==> config.mk <==
export PLATFORM = sky130hd
export DESIGN_NAME = lsu_ctrl_flat
export DESIGN_NICKNAME = d
export VERILOG_FILES = /design/src/rtl/lsu_pkg.sv /design/src/rtl/lsu_ctrl_if.sv /design/src/rtl/lsu_store_align.sv /design/src/rtl/lsu_ctrl.sv /design/src/flat_wrapper.sv
export SDC_FILE = /design/constraint.sdc
export NUM_CORES = 1
export LEC_CHECK = 0
export ABC_AREA = 0
export CAP_MARGIN = 15
export CORE_ASPECT_RATIO = 0.7
export CORE_MARGIN = 1
export CORE_UTILIZATION = 39
export DETAILED_ROUTE_END_ITERATION = 12
export GPL_TIMING_DRIVEN = 1
export HOLD_SLACK_MARGIN = 0.12
export PLACE_DENSITY = 0.78
export SLEW_MARGIN = 20
export SYNTH_ARGS = -nofsm -noshare
export SYNTH_HDL_FRONTEND = slang
export SYNTH_SLANG_ARGS = --single-unit
==> constraint.sdc <==
create_clock -name clk -period 1.7 [get_ports clk]
set_input_delay 0.255 -clock clk [delete_from_list [all_inputs] [get_ports clk]]
set_output_delay 0.255 -clock clk [all_outputs]
set_load 0.02 [all_outputs]
==> src/rtl/lsu_pkg.sv <==
// Shared types and encodings for the MEM-stage load/store controller.
// EXT_* opcodes are also decoded by the downstream load-extension unit.
package lsu_pkg;

   typedef enum logic [1:0] {
      IDLE = 2'b00,
      REQ  = 2'b01,
      DONE = 2'b10
   } lsu_state_e;

   localparam logic [1:0] SZ_BYTE = 2'b00;
   localparam logic [1:0] SZ_HALF = 2'b01;
   localparam logic [1:0] SZ_WORD = 2'b10;

   localparam logic [2:0] EXT_WORD   = 3'b000;
   localparam logic [2:0] EXT_BYTE_U = 3'b001;
   localparam logic [2:0] EXT_BYTE_S = 3'b010;
   localparam logic [2:0] EXT_HALF_U = 3'b011;
   localparam logic [2:0] EXT_HALF_S = 3'b100;

   // Size 2'b11 falls into the word encoding.
   function automatic logic [2:0] ext_op_f(input logic [1:0] size, input logic sgn);
      case (size)
         SZ_BYTE: return sgn ? EXT_BYTE_S : EXT_BYTE_U;
         SZ_HALF: return sgn ? EXT_HALF_S : EXT_HALF_U;
         default: return EXT_WORD;
      endcase
   endfunction

endpackage

==> src/rtl/lsu_ctrl_if.sv <==
// Pipeline-side and data-bus-side signals of lsu_ctrl.
// slave = controller view, master = pipeline + bus environment view.
interface lsu_ctrl_if;
   logic        req_valid;
   logic        req_we;
   logic [1:0]  req_size;
   logic        req_sign;
   logic [31:0] req_addr;
   logic [31:0] req_wdata;
   logic        flush;
   logic        stall;
   logic        mem_req;
   logic        mem_we;
   logic [31:0] mem_addr;
   logic [3:0]  mem_be;
   logic [31:0] mem_wdata;
   logic        mem_ack;
   logic [31:0] mem_rdata;
   logic        ld_valid;
   logic [31:0] ld_data;
   logic [1:0]  ld_a;
   logic [2:0]  ld_ext_op;
   logic        exc_adel;
   logic        exc_ades;
   logic        exc_bus;

   modport slave (
      input  req_valid, req_we, req_size, req_sign, req_addr, req_wdata, flush,
      input  mem_ack, mem_rdata,
      output stall, mem_req, mem_we, mem_addr, mem_be, mem_wdata,
      output ld_valid, ld_data, ld_a, ld_ext_op, exc_adel, exc_ades, exc_bus
   );

   modport master (
      output req_valid, req_we, req_size, req_sign, req_addr, req_wdata, flush,
      output mem_ack, mem_rdata,
      input  stall, mem_req, mem_we, mem_addr, mem_be, mem_wdata,
      input  ld_valid, ld_data, ld_a, ld_ext_op, exc_adel, exc_ades, exc_bus
   );
endinterface

==> src/rtl/lsu_store_align.sv <==
// Store lane steering: byte enables, lane-replicated write data and
// the misaligned flag, purely combinational from size and addr[1:0].
module lsu_store_align
   import lsu_pkg::*;
(
   input  logic [1:0]  size_i,
   input  logic [1:0]  addr_lo_i,
   input  logic [31:0] wdata_i,
   output logic [3:0]  be_o,
   output logic [31:0] wdata_o,
   output logic        mis_o
);

   always_comb begin
      be_o    = 4'b1111;
      wdata_o = wdata_i;
      mis_o   = 1'b0;
      case (size_i)
         SZ_BYTE: begin
            be_o    = 4'b0001 << addr_lo_i;
            wdata_o = {4{wdata_i[7:0]}};
         end
         SZ_HALF: begin
            be_o    = addr_lo_i[1] ? 4'b1100 : 4'b0011;
            wdata_o = {2{wdata_i[15:0]}};
            mis_o   = addr_lo_i[0];
         end
         default: begin
            mis_o = |addr_lo_i;
         end
      endcase
   end

endmodule

==> src/rtl/lsu_ctrl.sv <==
// MEM-stage load/store sequencer: one req/ack bus transaction at a time.
// Optional bus watchdog enabled with `define LSU_TIMEOUT_EN.
//
// state | meaning
// IDLE  | waiting for an aligned, unflushed request; exceptions reported here
// REQ   | mem_req held with stable address/data until mem_ack
// DONE  | one cycle: load result presented, pipeline released
module lsu_ctrl
   import lsu_pkg::*;
#(
   parameter int TIMEOUT_W = 8
) (
   input logic       clk,
   input logic       rst_n,
   lsu_ctrl_if.slave lsu
);

   lsu_state_e  state_q;
   logic        mem_req_q;
   logic        mem_we_q;
   logic [31:0] mem_addr_q;
   logic [3:0]  mem_be_q;
   logic [31:0] mem_wdata_q;
   logic        ld_valid_q;
   logic [31:0] ld_data_q;
   logic [1:0]  ld_a_q;
   logic [2:0]  ld_ext_op_q;
   logic        abort_q;

   logic [3:0]  be_c;
   logic [31:0] wdata_c;
   logic        mis_c;
   logic        idle_c;
   logic        accept_c;

   lsu_store_align u_align (
      .size_i    (lsu.req_size),
      .addr_lo_i (lsu.req_addr[1:0]),
      .wdata_i   (lsu.req_wdata),
      .be_o      (be_c),
      .wdata_o   (wdata_c),
      .mis_o     (mis_c)
   );

   assign idle_c   = (state_q == IDLE);
   assign accept_c = idle_c & lsu.req_valid & ~mis_c & ~lsu.flush;

`ifdef LSU_TIMEOUT_EN
   localparam logic [TIMEOUT_W-1:0] TO_LAST = {{(TIMEOUT_W-1){1'b1}}, 1'b0};
   logic [TIMEOUT_W-1:0] to_cnt_q;
   logic                 exc_bus_q;
`else
   logic [TIMEOUT_W-1:0] unused_to_cnt;
   assign unused_to_cnt = '0;
`endif

   always_ff @(posedge clk or negedge rst_n) begin
      if (!rst_n) begin
         state_q     <= IDLE;
         mem_req_q   <= 1'b0;
         mem_we_q    <= 1'b0;
         mem_addr_q  <= '0;
         mem_be_q    <= '0;
         mem_wdata_q <= '0;
         ld_valid_q  <= 1'b0;
         ld_data_q   <= '0;
         ld_a_q      <= '0;
         ld_ext_op_q <= '0;
         abort_q     <= 1'b0;
`ifdef LSU_TIMEOUT_EN
         to_cnt_q    <= '0;
         exc_bus_q   <= 1'b0;
`endif
      end else begin
         case (state_q)
            IDLE: begin
               if (accept_c) begin
                  state_q     <= REQ;
                  mem_req_q   <= 1'b1;
                  mem_we_q    <= lsu.req_we;
                  mem_addr_q  <= {lsu.req_addr[31:2], 2'b00};
                  mem_be_q    <= lsu.req_we ? be_c : 4'b0000;
                  mem_wdata_q <= wdata_c;
                  ld_a_q      <= lsu.req_addr[1:0];
                  ld_ext_op_q <= ext_op_f(lsu.req_size, lsu.req_sign);
                  abort_q     <= 1'b0;
`ifdef LSU_TIMEOUT_EN
                  to_cnt_q    <= '0;
`endif
               end
            end
            REQ: begin
               if (lsu.flush) abort_q <= 1'b1;
               // A flush coinciding with the ack must already suppress the result.
               if (lsu.mem_ack) begin
                  state_q    <= DONE;
                  mem_req_q  <= 1'b0;
                  ld_data_q  <= lsu.mem_rdata;
                  ld_valid_q <= ~mem_we_q & ~abort_q & ~lsu.flush;
               end
`ifdef LSU_TIMEOUT_EN
               else if (to_cnt_q == TO_LAST) begin
                  state_q    <= DONE;
                  mem_req_q  <= 1'b0;
                  ld_valid_q <= 1'b0;
                  exc_bus_q  <= 1'b1;
                  to_cnt_q   <= to_cnt_q + TIMEOUT_W'(1);
               end else begin
                  to_cnt_q   <= to_cnt_q + TIMEOUT_W'(1);
               end
`endif
            end
            DONE: begin
               state_q    <= IDLE;
               ld_valid_q <= 1'b0;
               abort_q    <= 1'b0;
`ifdef LSU_TIMEOUT_EN
               exc_bus_q  <= 1'b0;
`endif
            end
            default: state_q <= IDLE;
         endcase
      end
   end

   assign lsu.stall     = accept_c | (state_q == REQ);
   assign lsu.mem_req   = mem_req_q;
   assign lsu.mem_we    = mem_we_q;
   assign lsu.mem_addr  = mem_addr_q;
   assign lsu.mem_be    = mem_be_q;
   assign lsu.mem_wdata = mem_wdata_q;
   assign lsu.ld_valid  = ld_valid_q;
   assign lsu.ld_data   = ld_data_q;
   assign lsu.ld_a      = ld_a_q;
   assign lsu.ld_ext_op = ld_ext_op_q;
   assign lsu.exc_adel  = idle_c & lsu.req_valid & ~lsu.req_we & mis_c;
   assign lsu.exc_ades  = idle_c & lsu.req_valid & lsu.req_we & mis_c;
`ifdef LSU_TIMEOUT_EN
   assign lsu.exc_bus   = exc_bus_q;
`else
   assign lsu.exc_bus   = 1'b0;
`endif

endmodule

==> src/flat_wrapper.sv <==
// flat-port wrapper written by rule: the top's interface ports become plain ports
module lsu_ctrl_flat import lsu_pkg::*;
#(
   parameter int TIMEOUT_W = 8
)
  (clk, rst_n, lsu_req_valid, lsu_req_we, lsu_req_size, lsu_req_sign, lsu_req_addr, lsu_req_wdata, lsu_flush, lsu_mem_ack, lsu_mem_rdata, lsu_stall, lsu_mem_req, lsu_mem_we, lsu_mem_addr, lsu_mem_be, lsu_mem_wdata, lsu_ld_valid, lsu_ld_data, lsu_ld_a, lsu_ld_ext_op, lsu_exc_adel, lsu_exc_ades, lsu_exc_bus);
  lsu_ctrl_if lsu_i ();
  input logic clk;
  input logic rst_n;
  input wire logic [$bits(lsu_i.req_valid)-1:0] lsu_req_valid;
  input wire logic [$bits(lsu_i.req_we)-1:0] lsu_req_we;
  input wire logic [$bits(lsu_i.req_size)-1:0] lsu_req_size;
  input wire logic [$bits(lsu_i.req_sign)-1:0] lsu_req_sign;
  input wire logic [$bits(lsu_i.req_addr)-1:0] lsu_req_addr;
  input wire logic [$bits(lsu_i.req_wdata)-1:0] lsu_req_wdata;
  input wire logic [$bits(lsu_i.flush)-1:0] lsu_flush;
  input wire logic [$bits(lsu_i.mem_ack)-1:0] lsu_mem_ack;
  input wire logic [$bits(lsu_i.mem_rdata)-1:0] lsu_mem_rdata;
  output wire logic [$bits(lsu_i.stall)-1:0] lsu_stall;
  output wire logic [$bits(lsu_i.mem_req)-1:0] lsu_mem_req;
  output wire logic [$bits(lsu_i.mem_we)-1:0] lsu_mem_we;
  output wire logic [$bits(lsu_i.mem_addr)-1:0] lsu_mem_addr;
  output wire logic [$bits(lsu_i.mem_be)-1:0] lsu_mem_be;
  output wire logic [$bits(lsu_i.mem_wdata)-1:0] lsu_mem_wdata;
  output wire logic [$bits(lsu_i.ld_valid)-1:0] lsu_ld_valid;
  output wire logic [$bits(lsu_i.ld_data)-1:0] lsu_ld_data;
  output wire logic [$bits(lsu_i.ld_a)-1:0] lsu_ld_a;
  output wire logic [$bits(lsu_i.ld_ext_op)-1:0] lsu_ld_ext_op;
  output wire logic [$bits(lsu_i.exc_adel)-1:0] lsu_exc_adel;
  output wire logic [$bits(lsu_i.exc_ades)-1:0] lsu_exc_ades;
  output wire logic [$bits(lsu_i.exc_bus)-1:0] lsu_exc_bus;
  assign lsu_i.req_valid = lsu_req_valid;
  assign lsu_i.req_we = lsu_req_we;
  assign lsu_i.req_size = lsu_req_size;
  assign lsu_i.req_sign = lsu_req_sign;
  assign lsu_i.req_addr = lsu_req_addr;
  assign lsu_i.req_wdata = lsu_req_wdata;
  assign lsu_i.flush = lsu_flush;
  assign lsu_i.mem_ack = lsu_mem_ack;
  assign lsu_i.mem_rdata = lsu_mem_rdata;
  assign lsu_stall = lsu_i.stall;
  assign lsu_mem_req = lsu_i.mem_req;
  assign lsu_mem_we = lsu_i.mem_we;
  assign lsu_mem_addr = lsu_i.mem_addr;
  assign lsu_mem_be = lsu_i.mem_be;
  assign lsu_mem_wdata = lsu_i.mem_wdata;
  assign lsu_ld_valid = lsu_i.ld_valid;
  assign lsu_ld_data = lsu_i.ld_data;
  assign lsu_ld_a = lsu_i.ld_a;
  assign lsu_ld_ext_op = lsu_i.ld_ext_op;
  assign lsu_exc_adel = lsu_i.exc_adel;
  assign lsu_exc_ades = lsu_i.exc_ades;
  assign lsu_exc_bus = lsu_i.exc_bus;
  lsu_ctrl #(.TIMEOUT_W(TIMEOUT_W)) u_core (.clk(clk), .rst_n(rst_n), .lsu(lsu_i));
endmodule
-- Word-level counts from Yosys, hierarchy flattened
Cells that the tools add are included.
- $lt $le $gt $ge: 0
- $mul: 0
- equality and inequality tests: 6
- multiplexer cells: 19
- add/subtract/negate cells: 0
- bitwise operators: 15
- reduce and logical (&&, ||, !) cells: 12
- divide/modulo/power cells: 0
- shifts and indexed selects: 1
- operators with widths (cell ; number):
    32-bit case mux with 2 select lines ; 1
    1-bit AND ; 9
    4-bit 2-to-1 mux ; 2
    4-bit case mux with 2 select lines ; 1
    2-bit AND reduction ; 4
    2-bit 2-to-1 mux ; 3
    2-bit inequality test (second input constant) ; 3
    1-bit case mux with 2 select lines ; 3
    3-bit case mux with 2 select lines ; 1
    3-bit AND reduction ; 2
    1-bit 2-to-1 mux ; 5
    1-bit NOT ; 5
    2-bit by 1-bit == test with 1-bit output (second input constant) ; 2
    2-bit zero test ; 2
    2-bit case mux with 2 select lines ; 1
    2-bit nonzero test ; 2
    1-bit by 2-bit left shift with 4-bit output (first input constant) ; 1
    3-bit 2-to-1 mux ; 1
    1-bit case mux with 3 select lines ; 1
    3-bit nonzero test ; 1
    2-bit == test (second input constant) ; 1
    2-bit OR reduction ; 1
    1-bit bitwise OR ; 1
- bits in writable memories: 0
- logic and storage cells: 64
- latch bits: 0
- memory bits (read-only): 0
- bits of input ports: 105
- output and inout port bits: 112
- flip-flop bits (word level): 109
- memories kept: 0

-- Logic depth before layout (Yosys ltp)
Gate-level depths: netlist (run 1).
- word-level depth: 7
- depth in mapped cells: 7
- mapped depth without buffers: 5

-- By module
Synthesis (run 1) repeated with hierarchy kept, for this count alone.
- cell total of the unflattened synthesis: 322
- area total of the unflattened synthesis: 4810.9 sq um
- by module, submodules not included (module ; area an instance (sq um) ; cells each ; instances ; seq. area each (sq um)):
    lsu_ctrl ; 4289.1 ; 259 ; 1 ; 2727.6
    lsu_store_align ; 521.8 ; 63 ; 1 ; 0.0

-- Least setup slack after synthesis (run 1)
OpenSTA, ideal clock, no wires.
- path type: register to output
- start point: register u_core.state_q[0]
- end point: output lsu_stall
- arrival time: 1.433 ns
- path buffers: 2
- setup slack: 0.012 ns
- stages on the path, launching flop included: 8
- path through: dfrtp_1 -> inv_1 -> ha_1 -> and3b_1 -> o21ai_4 -> buf_8 -> buf_6 -> nand2b_1
- longest elaborated chain between the ends: 5
- elaborated cells on any way between the ends: 6
- classes of those cells: eq/ne: 1; bitwise: 4; reduce/logical: 1
- RTL lines (element ; line ; text):
    start, declared ; lsu_ctrl.sv:18 ; lsu_state_e state_q;
    start signal, assigned ; lsu_ctrl.sv:59 ; state_q <= IDLE;
    start signal, assigned ; lsu_ctrl.sv:78 ; state_q <= REQ;
    start signal, assigned ; lsu_ctrl.sv:96 ; state_q <= DONE;
    2-bit zero test ; lsu_ctrl.sv:45 ; assign idle_c = (state_q == IDLE);
    1-bit AND (3 in series) ; lsu_ctrl.sv:46 ; assign accept_c = idle_c & lsu.req_valid & ~mis_c & ~lsu.flush;
    1-bit bitwise OR (*) ; lsu_ctrl.sv:126 ; assign lsu.stall = accept_c | (state_q == REQ);
    end, declared ; flat_wrapper.sv:19 ; output wire logic [$bits(lsu_i.stall)-1:0] lsu_stall;
Mark *: on every way between the ends. The rest lies on a longest branch, timed or not.

-- Worst setup path after layout (run 1)
- start point: register u_core.state_q[1]
- end point: register u_core.mem_addr_q[13] (netlist: u_core.lsu.mem_addr[13])
- longest elaborated chain between the ends: 5
- RTL lines (element ; line ; text):
    2-bit zero test (*) ; lsu_ctrl.sv:45, lsu_ctrl.sv:75 ;
    1-bit AND (3 in series) ; lsu_ctrl.sv:46 ;
    2-bit AND reduction (no source line) (*) ; - ;
    end signal, assigned ; lsu_ctrl.sv:81 ; mem_addr_q <= {lsu.req_addr[31:2], 2'b00};
    end, declared ; lsu_ctrl.sv:21 ; logic [31:0] mem_addr_q;
Marked as above.
A chain may end at the register's enable or synchronous reset.

==> metrics, run 1 <==
status finished with violations; failing checks negative setup slack; Synth Warn # 0; Routed wire per std cell 18.0 microns; Detailed Route WL 13,500 microns; final std cells w/o fill 746; Max IR drop VDD 1.04 mV; Max FO, Critical Path 12; Crit Path Class flop to flop; Horiz. Die Dim 138 microns; Post-synth ARST share 100%; Crit Reg-Reg Endpoint u_core.lsu.mem_addr[13]$_DFFE_PN0P_; final worst setup slack -0.0802 ns; Die ar. 0.0134 sq mm; TritonCTS Buffers 9; Final Slew Violations 0; detailed placement HPWL 9330 microns; first-pass GRT wire length 20,700 microns; CTS root buf clkbuf_16; Tmin final 1.78 ns; Yosys top cell area share 54.1%; Critical Path, Cell by Cell inv_2 -> ha_4 -> and3b_2 -> o21ai_4 -> buf_8 -> buf_12 -> buf_16 -> mux2_4; Multi-input gate area 0.00217 sq mm; Storage cell area 0.00273 sq mm; count of final setup violators 55; most common cell in the synthesized netlist dfrtp_1; vias per cell 4.83; Setup Skew 0.00610 ns; Hold Crit Class input port to async pin; Final GP Congestion 0.848; fmax 562 MHz; clk sinks 109; vias in the first global route 3,899; final hold violation count 0; Fillers 914; R2R cell count 8; top cells by area, synth dfrtp_1 (54%), mux2_4 (16%), mux2_2 (14%); pre-CTS WS -0.503 ns; Synth top cells by count dfrtp_1 (109), mux2_2 (64), mux2_4 (53), nand2_1 (13), o21ai_0 (11); DRC violations left 0; FF-to-FF Start u_core.state_q[1]$_DFFE_PN0P_; initial antenna violation count 0; CTS Buffer Depth 2; Reg2Reg Setup Slack -0.08 ns; CP startpoint kind flop; Max stage delay cell, worst path dfrtp_1; Avg Cell Area, Syn 15.1 sq um; I/O pins 217; Final Cycle Share 105%; Cell variety after synth 40; number of flops mapped to enable cells by yosys 0; Initial Util 40.3%; Detail Route Antenna Nets 0; Overall Global Routing Usage 20.2%; dpl cells 719; Synth Flop Type dfrtp_1; WP data required 1.93 ns; clk slew on worst S/H paths 0.07 ns; critical path capture point type flop; Post-Syn Instances 333; # port buffers 213; nets 689; DRC marker count from the first detailed-route iteration 113; Final Power 14.3 mW; WP data arrival 2.01 ns; share of layout cells above drive strength 1 33.4%; synthesized flop and latch total 109; Die H 97.1 microns; Clock Latency Late Sink 0.35 ns; CTS tree yes; Leak 3.68 nW; largest net degree at the start of global routing 37; post-synthesis sequential area ratio 54.1%; routed via count 3,603; mapped cell area 0.00504 sq mm; area grow syn2layout 60.5%; RSZ-0062 raised after global routing true; row cnt 34; PD cells 1760 mW/mm^2; CP max stage delay 0.39 ns; core area 0.0125 sq mm; Max-Cap Viols 0; Synth area leader dfrtp_1; Antenna diodes 0; grt ovf 0; CTS H-tree lvls 3; worst hold slack 0.374 ns; DR pass1 iterations 4
[how the worst max path moves through the flow]
stage                                        from                                   to  slack (ns)
floorplan           u_core.state_q[0]$_DFFE_PN0P_                            lsu_stall        0.01
global placement                  lsu_req_addr[0]                         lsu_exc_adel       -0.48
detailed placement                lsu_req_addr[0]                         lsu_exc_ades       -0.50
CTS                 u_core.state_q[1]$_DFFE_PN0P_                         lsu_exc_adel       -0.05
global route        u_core.state_q[1]$_DFFE_PN0P_   u_core.lsu.mem_addr[9]$_DFFE_PN0P_       -0.13
finish              u_core.state_q[1]$_DFFE_PN0P_  u_core.lsu.mem_addr[13]$_DFFE_PN0P_       -0.08
[through the flow]
step	TNS, ns	util [%]	cell area [sq um]
6_report	-3.32	64.6	8090
5_1_grt	-6.20	64.6	8090
4_1_cts	-1.59	63.8	7980
3_5_place_dp	-30.85	59.6	7450
3_3_place_gp	-30.52	59.6	7450
2_1_floorplan	0	-	5040
[area by class of cell]
type	instances	share of cell area, %
clock buffer	10	2.96
clock inverter	5	0.449
inverter	7	0.325
multi-input combinational	197	26.8
sequential	109	33.7
tap	162	2.51
timing repair buffer	256	33.2
[layer usage]
| layer | vias up | routed length (microns) | global-route usage (%) |
|---|---|---|---|
| li1 | 1682 | - | - |
| met1 | 1776 | 5690 | 25.3 |
| met2 | 136 | 6420 | 33.3 |
| met3 | 9 | 1260 | 7.56 |
| met4 | 0 | 85 | 3.85 |
| met5 | - | 0 | 0 |
[cell families after synthesis]
family          Yosys count  share of synthesized area, %
compound gates           35                          4.97
flops                   109                          54.1
simple gates             29                          3.08
buf+inv                  29                          4.87
fa+ha+maj                 4                         0.994
other cells               1                        0.0744
mux                     125                          31.7
xor+xnor                  1                         0.174
[worst max-delay path, delay by kind of cell (launching register included)]
family	cells	cell delay, ns
flip-flops	1	0.39
AO/OA/AOI/OAI	1	0.09
adder cells (fa/ha/maj)	1	0.15
multiplexers	1	0.31
buffers and inverters	4	0.50
AND/OR/NAND/NOR	1	0.21
[flip-flops by register name (all words and copies together), names as in the netlist]
| register | flops |
|---|---|
| u_core.abort_q | 1 |
| u_core.lsu.ld_a | 2 |
| u_core.lsu.ld_data | 32 |
| u_core.lsu.ld_ext_op | 3 |
| u_core.lsu.ld_valid | 1 |
| u_core.lsu.mem_addr | 30 |
| u_core.lsu.mem_be | 4 |
| u_core.lsu.mem_req | 1 |
| u_core.lsu.mem_wdata | 32 |
| u_core.lsu.mem_we | 1 |
| u_core.state_q | 2 |
[cell usage in the layout (no fill, tap or decap), drive strengths merged]
cell / count
clkinv: 1
o21bai: 1
o221a: 1
buf: 43
o22a: 1
dlygate4sd2: 1
nand3b: 1
inv: 8
o31ai: 4
bufbuf: 1
dfrtp: 109
nor2: 3
conb: 3
mux2: 117
o221ai: 1
a21o: 3
o21a: 1
nand2b: 3
a31oi: 2
mux2i: 8
xnor2: 1
nand2: 13
nor4: 6
dlygate4sd3: 1
clkbuf: 12
and2: 1
a32o: 1
o22ai: 1
ha: 4
nor2b: 1
a21oi: 5
and3b: 1
a31o: 1
o21ai: 12
a22o: 1
clkinvlp: 3
clkdlybuf4s50: 208
[power breakdown]
part	internal, mW	leakage (nW)	total, mW	switching, mW
Combinational	4.39	2.24	7.67	3.28
Clock	1.03	0.127	1.97	0.946
Sequential	3.89	1.31	4.63	0.741
Total	9.30	3.68	14.3	4.97
[what timing repair did]
item	in CTS	in global routing
gates cloned	4	2
hold buffers	1	0
pin swaps	1	1
gates resized for setup	43	11
endpoints found under the setup margin	95	104
endpoints found under the hold margin	26	0
setup buffers	5	0
Power figures use the tool's default switching activity.
==> run 2, diff against run 1 <==
--- a/config.mk
+++ b/config.mk
@@ -9,11 +9,10 @@
 export CAP_MARGIN = 15
 export CORE_ASPECT_RATIO = 0.7
 export CORE_MARGIN = 1
-export CORE_UTILIZATION = 39
+export CORE_UTILIZATION = 25
 export DETAILED_ROUTE_END_ITERATION = 12
 export GPL_TIMING_DRIVEN = 1
 export HOLD_SLACK_MARGIN = 0.12
-export PLACE_DENSITY = 0.78
 export SLEW_MARGIN = 20
 export SYNTH_ARGS = -nofsm -noshare
 export SYNTH_HDL_FRONTEND = slang
==> run 2 against run 1 <==
The flow still finishes with violations (negative setup slack). Final cell count grew 14%. First-iteration DRC count grew 27%. Global-route usage shrank 6.6 points.
==> metrics, run 2 (synthesized netlist as in run 1, its figures left out) <==
internal power 9.32 mW (+0.19%); CP startpoint kind flop; Die ar. 0.0207 sq mm (+55%); clk sinks 109 (unchanged); CP max stage delay 0.38 ns (about the same); Net Switching 5.03 mW (+1.1%); Worst-Margin Slew 0.645 ns; worst hold slack 0.414 ns (+0.0402 ns); vias in the first global route 3,938 (+1.0%); Tmin final 1.77 ns (-0.0138 ns); RSZ-0062 raised after global routing true; final worst setup slack -0.0663 ns (+0.0138 ns); Routed wire per std cell 16.8 microns (-6.7%); Worst path top cell family by delay buffers and inverters; Leak 3.64 nW (-1.0%); core area 0.0198 sq mm (+58%); part of the power in registers 32.2% (-0.2 points); Max-Cap Viols 0 (unchanged); CTS root buf clkbuf_16; TritonCTS Buffers 9 (unchanged); Multi-input gate area 0.00216 sq mm (-0.35%); Antenna diodes 0 (unchanged); DR pass1 iterations 4 (unchanged); final hold violation count 0 (unchanged); Crit Path Class flop to flop; initial antenna violation count 0 (unchanged); vias per cell 4.24 (-12%); status finished with violations; Overall Global Routing Usage 13.6% (-6.6 points); commonest non-fill, non-tap cells in the layout clkdlybuf4s50_1 (205), dfrtp_1 (109), mux2_4 (61), mux2_2 (56), buf_4 (28); Critical Path, Cell by Cell inv_2 -> ha_4 -> and3b_2 -> o21ai_4 -> buf_12 -> buf_16 -> mux2_4; grt ovf 0 (unchanged); fmax 566 MHz (+0.78%); clk slew on worst S/H paths 0.07 ns (about the same); Clock Latency Late Sink 0.36 ns (about the same); Final Power 14.3 mW (+0.53%); most common cell after layout, fill and taps aside clkdlybuf4s50_1; first-pass GRT wire length 21,400 microns (+3.3%); Detailed Route WL 14,300 microns (+6.5%); Max stage delay cell, worst path dfrtp_1; Final Slew Violations 0 (unchanged); CTS tree yes; Initial Util 25.4% (-15 points); CP bufs+invs 3 (-1); failing checks negative setup slack; share of layout cells above drive strength 1 32.6% (-0.74 points); Final GP Congestion 0.771 (-9.2%); Fillers 1,876 (+110%); sw frac 35.0% (+0.22 points); I/O pins 217 (unchanged); CTS H-tree lvls 3 (unchanged); PD cells 1760 mW/mm^2 (about the same); row cnt 43 (+26%); nets 686 (-0.44%); final std cells w/o fill 852 (+14%); dpl cells 825 (+15%); Max IR drop VDD 0.892 mV (-14%); DRC violations left 0 (unchanged); WP data required 1.94 ns (about the same); WP data arrival 2.01 ns (about the same); CTS Buffer Depth 2 (unchanged); Final Cycle Share 104% (-0.81 points); Hold Crit Class input port to async pin; largest net degree at the start of global routing 60 (+62%); fin util 41.1% (-24 points); Storage cell area 0.00273 sq mm (unchanged); Comb pwr share 53.5% (-0.2 points); Max FO, Critical Path 27 (+15); count of final setup violators 49 (-11%); detailed placement HPWL 9930 microns (+6.5%); Setup Skew 0.00478 ns (-0.00132 ns); Die H 121 microns (+24%); Clock power frac 14.3% (+0.5 points); Horiz. Die Dim 172 microns (+25%); area grow syn2layout 61.4%; routed via count 3,616 (+0.36%); DRC marker count from the first detailed-route iteration 143 (+27%); Detail Route Antenna Nets 0 (unchanged); # port buffers 213 (unchanged); Slew HR 57.0%; critical path capture point type flop
run 2: cell count changes in the layout (fill, tap and decap cells not counted), moves of 2 or more:
cell             delta
clkdlybuf4s50_1     -3
dlygate4sd2_1       +3
clkbuf_1            +2
buf_6               +2
nor4_2              +2
buf_16              -2
clkinv_4            +3
clkinvlp_4          -2
run 2: cell type report:
type                    instances  share of cell area (%)
clock buffers                  12                    3.03
clock inverters                 4                   0.415
inverters                       7                   0.323
multi-input cells             197                    26.6
flip-flops and latches        109                    33.5
well taps                     270                    4.15
repair buffers                253                    31.9
run 2: final timing paths:
check	slack, ns	end	start	cells after the start
max in group asynchronous	0.68	u_core.lsu.ld_a[0]$_DFFE_PN0P_	rst_n	3
min in group clk	0.48	u_core.lsu.ld_ext_op[1]$_DFFE_PN0P_	u_core.lsu.ld_ext_op[1]$_DFFE_PN0P_	1
setup reg to reg	-0.07	u_core.lsu.mem_addr[10]$_DFFE_PN0P_	u_core.state_q[0]$_DFFE_PN0P_	7
setup / recovery	-0.07	u_core.lsu.mem_addr[10]$_DFFE_PN0P_	u_core.state_q[0]$_DFFE_PN0P_	7
hold / removal	0.41	u_core.lsu.ld_data[22]$_DFFE_PN0P_	rst_n	3
hold reg to reg	0.48	u_core.lsu.ld_ext_op[1]$_DFFE_PN0P_	u_core.lsu.ld_ext_op[1]$_DFFE_PN0P_	1
run 2: per-stage QoR:
stage / TNS (ns) / setup slack [ns] / instance area, sq um
floorplan: 0 / 0.0122 / 5040
global placement: -33.62 / -0.556 / 7570
detailed placement: -34.63 / -0.537 / 7570
CTS: -1.47 / -0.0526 / 7950
global route: -6.36 / -0.140 / 8130
finish: -2.13 / -0.0663 / 8130
run 2: repair_timing:
item / in CTS / in global routing
buffers inserted: 3 / 2
gates resized for setup: 34 / 19
hold buffers: 1 / 0
hold endpoints to repair: 109 / 0
pin swaps: 2 / 2
endpoints found under the setup margin: 89 / 96
gates cloned: 1 / 4
run 2: power groups by stage:
stage                     combinational (mW)  clock, mW  sequential, mW
after CTS                               7.44       2.15            4.62
after global placement                  7.20          0            4.59
after floorplan                         2.25          0            6.12
final                                   7.67       2.05            4.63
after global routing                    8.10       2.26            4.78
after detailed placement                7.28          0            4.64
run 2: layer usage:
metal / track usage (%) / vias up / routed length (microns)
met5: 0 / - / 0
met4: 4.52 / 0 / 206
met3: 4.62 / 15 / 1020
met2: 21.1 / 128 / 6290
met1: 17.5 / 1797 / 6820
li1: - / 1676 / -
run 2: worst register-to-register path, delay by kind of cell (launching register included):
kind | cells | cell delay, ns
adders and majority gates | 1 | 0.16
buffers and inverters | 3 | 0.45
AOI/OAI and AO/OA | 1 | 0.08
DFF | 1 | 0.38
muxes | 1 | 0.34
and+or+nand+nor | 1 | 0.22
==> run 3, diff against run 2 <==
--- a/config.mk
+++ b/config.mk
@@ -13,6 +13,7 @@
 export DETAILED_ROUTE_END_ITERATION = 12
 export GPL_TIMING_DRIVEN = 1
 export HOLD_SLACK_MARGIN = 0.12
+export PLACE_DENSITY = 0.56
 export SLEW_MARGIN = 20
 export SYNTH_ARGS = -nofsm -noshare
 export SYNTH_HDL_FRONTEND = slang
==> run 3 against run 2 <==
The flow still finishes with violations (negative setup slack). Fmax grew 0.90%. Clock power increased by 2%. Critical path depth fell by 1. Power fell by 1.0%. Cell area fell by 0.91%. Sequential power barely moved. Hold slack got worse by 0.11 ns. Combinational power shrank 2%. Non-clock buffer count shrank 4. Routed wire length is 3.4% lower. Largest power group unchanged.
==> metrics, run 3 (synthesized netlist as in run 1, its figures left out) <==
status finished with violations; failing checks negative setup slack; TritonCTS Buffers 9 (unchanged); Max FO, Critical Path 3 (-89%); Detailed Route WL 13,800 microns (-3.4%); met1 GRT Util 17.1% (-0.42 points); Max IR drop VDD 0.666 mV (-25%); Worst path top cell family by delay flip-flops; Final Cycle Share 103% (-0.92 points); DRC marker count from the first detailed-route iteration 138 (-3.5%); CTS tree yes; Initial Util 25.4% (unchanged); area grow syn2layout 60.0%; Die ar. 0.0207 sq mm (unchanged); critical path capture point type output port; commonest non-fill, non-tap cells in the layout clkdlybuf4s50_1 (206), dfrtp_1 (109), mux2_2 (64), mux2_4 (53), buf_4 (22); Comb pwr share 52.7% (-0.8 points); Final Power 14.2 mW (-1.0%); Setup Skew 0.00741 ns (+0.00264 ns); WP data required 1.44 ns (-0.50 ns); DRC violations left 0 (unchanged); design area 0.00806 sq mm (-0.91%); Final GP Congestion 0.794 (+3.0%); CP startpoint kind flop; Max stage delay cell, worst path dfrtp_1; grt ovf 0 (unchanged); Final Slew Violations 0 (unchanged); # port buffers 213 (unchanged); Hold Crit Class input port to async pin; share of layout cells above drive strength 1 31.4% (-1.2 points); count of final setup violators 29 (-41%); Clock Latency Late Sink 0.35 ns (about the same); detailed placement HPWL 9890 microns (-0.46%); Fillers 1,906 (+1.6%); nets 682 (-0.58%); Horiz. Die Dim 172 microns (unchanged); CTS Buffer Depth 2 (unchanged); first-pass GRT wire length 20,600 microns (-3.7%); DR pass1 iterations 4 (unchanged); core area 0.0198 sq mm (unchanged); most common cell after layout, fill and taps aside clkdlybuf4s50_1; fmax 571 MHz (+0.90%); RSZ-0062 raised after global routing true; Storage cell area 0.00273 sq mm (unchanged); CP max stage delay 0.39 ns (about the same); I/O pins 217 (unchanged); Crit Path Class flop to output port; clk slew on worst S/H paths 0.07 ns (about the same); Overall Global Routing Usage 13.0% (-0.62 points); met2 usage 20.0% (-1.1 points); CTS H-tree lvls 3 (unchanged); Clock power frac 14.8% (+0.5 points); WP data arrival 1.50 ns (-0.51 ns); largest net degree at the start of global routing 51 (-15%); Critical Path, Cell by Cell inv_2 -> ha_4 -> and3b_2 -> o21ai_4 -> nand2b_1 -> buf_6; internal power 9.30 mW (-0.17%); Antenna diodes 0 (unchanged); placed cell area 0.00760 sq mm (+0.33%); final worst setup slack -0.0506 ns (+0.0157 ns); R2R cell count 7 (unchanged); Net Switching 4.89 mW (-2.7%); Multi-input gate area 0.00211 sq mm (-2.5%); vias in the first global route 3,804 (-3.4%); part of the power in registers 32.4% (+0.2 points); CTS root buf clkbuf_16; met3 GRT Util 4.71% (+0.098 points); Reg2Reg Setup Slack -0.04 ns (+0.03 ns); Detail Route Antenna Nets 0 (unchanged); Tmin final 1.75 ns (-0.0157 ns); clk sinks 109 (unchanged); Routed wire per std cell 16.4 microns (-2.7%); initial antenna violation count 0 (unchanged); final hold violation count 0 (unchanged); Max-Cap Viols 0 (unchanged); FF-to-FF Start u_core.state_q[1]$_DFFE_PN0P_; Crit Reg-Reg Endpoint u_core.lsu.mem_wdata[24]$_DFFE_PN0P_; routed via count 3,536 (-2.2%); vias per cell 4.18 (-1.5%); sw frac 34.5% (-0.58 points); CP bufs+invs 2 (-1); Leak 3.59 nW (-1.4%); GRT busiest layer met2; row cnt 43 (unchanged); PD cells 1760 mW/mm^2 (-0.14%); Die H 121 microns (unchanged)
==> run 3: layer usage <==
metal	share of wire, %	wire length, microns
met1	48	6610
met2	43	5940
met3	8.5	1180
met4	0.77	106
met5	0	0
==> run 3: cell type report <==
cell class                      instances  share of cell area [%]
Multi-Input combinational cell        197                    26.2
Sequential cell                       109                    33.9
Tap cell                              270                    4.19
Inverter                                7                   0.326
Timing Repair Buffer                  249                    31.9
Clock inverter                          3                   0.575
Clock buffer                           11                    3.01
==> run 3: metrics by stage <==
| stage | setup WS [ns] | TNS [ns] | hold slack (ns) | util, % | instances |
|---|---|---|---|---|---|
| global route | -0.119 | -3.43 | 0.329 | 40.7 | 846 |
| global placement | -0.556 | -28.27 | 0.127 | 38.4 | 825 |
| detailed placement | -0.543 | -29.42 | 0.127 | 38.4 | 825 |
| CTS | -0.0750 | -0.803 | 0.289 | 40.0 | 841 |
| floorplan | 0.0122 | 0 | -0.0406 | - | 335 |
| finish | -0.0506 | -0.406 | 0.303 | 40.7 | 846 |
==> run 3: worst max-delay path by stage <==
stage	cells past startpoint	from	slack [ns]	end
floorplan	7	u_core.state_q[0]$_DFFE_PN0P_	0.01	lsu_stall
detailed placement	4	lsu_req_addr[0]	-0.54	lsu_exc_adel
global placement	4	lsu_req_addr[0]	-0.56	lsu_exc_ades
CTS	6	u_core.state_q[1]$_DFFE_PN0P_	-0.07	lsu_stall
global route	6	u_core.state_q[1]$_DFFE_PN0P_	-0.12	lsu_stall
finish	6	u_core.state_q[1]$_DFFE_PN0P_	-0.05	lsu_stall
==> run 3: timing repair <==
action,CTS,global route
resized for setup,25,7
setup endpoints to repair,80,96
gates cloned,0,5
pin swaps,2,0
hold endpoints to repair,109,0
setup buffers,1,0
hold buffers,1,0
==> run 3: power groups by stage <==
stage	Clock, mW	Sequential [mW]	Combinational, mW
floorplan	0	6.12	2.25
global placement	0	4.57	7.25
detailed placement	0	4.64	7.30
CTS	2.19	4.62	7.39
global route	2.29	4.77	7.91
finish	2.10	4.61	7.49
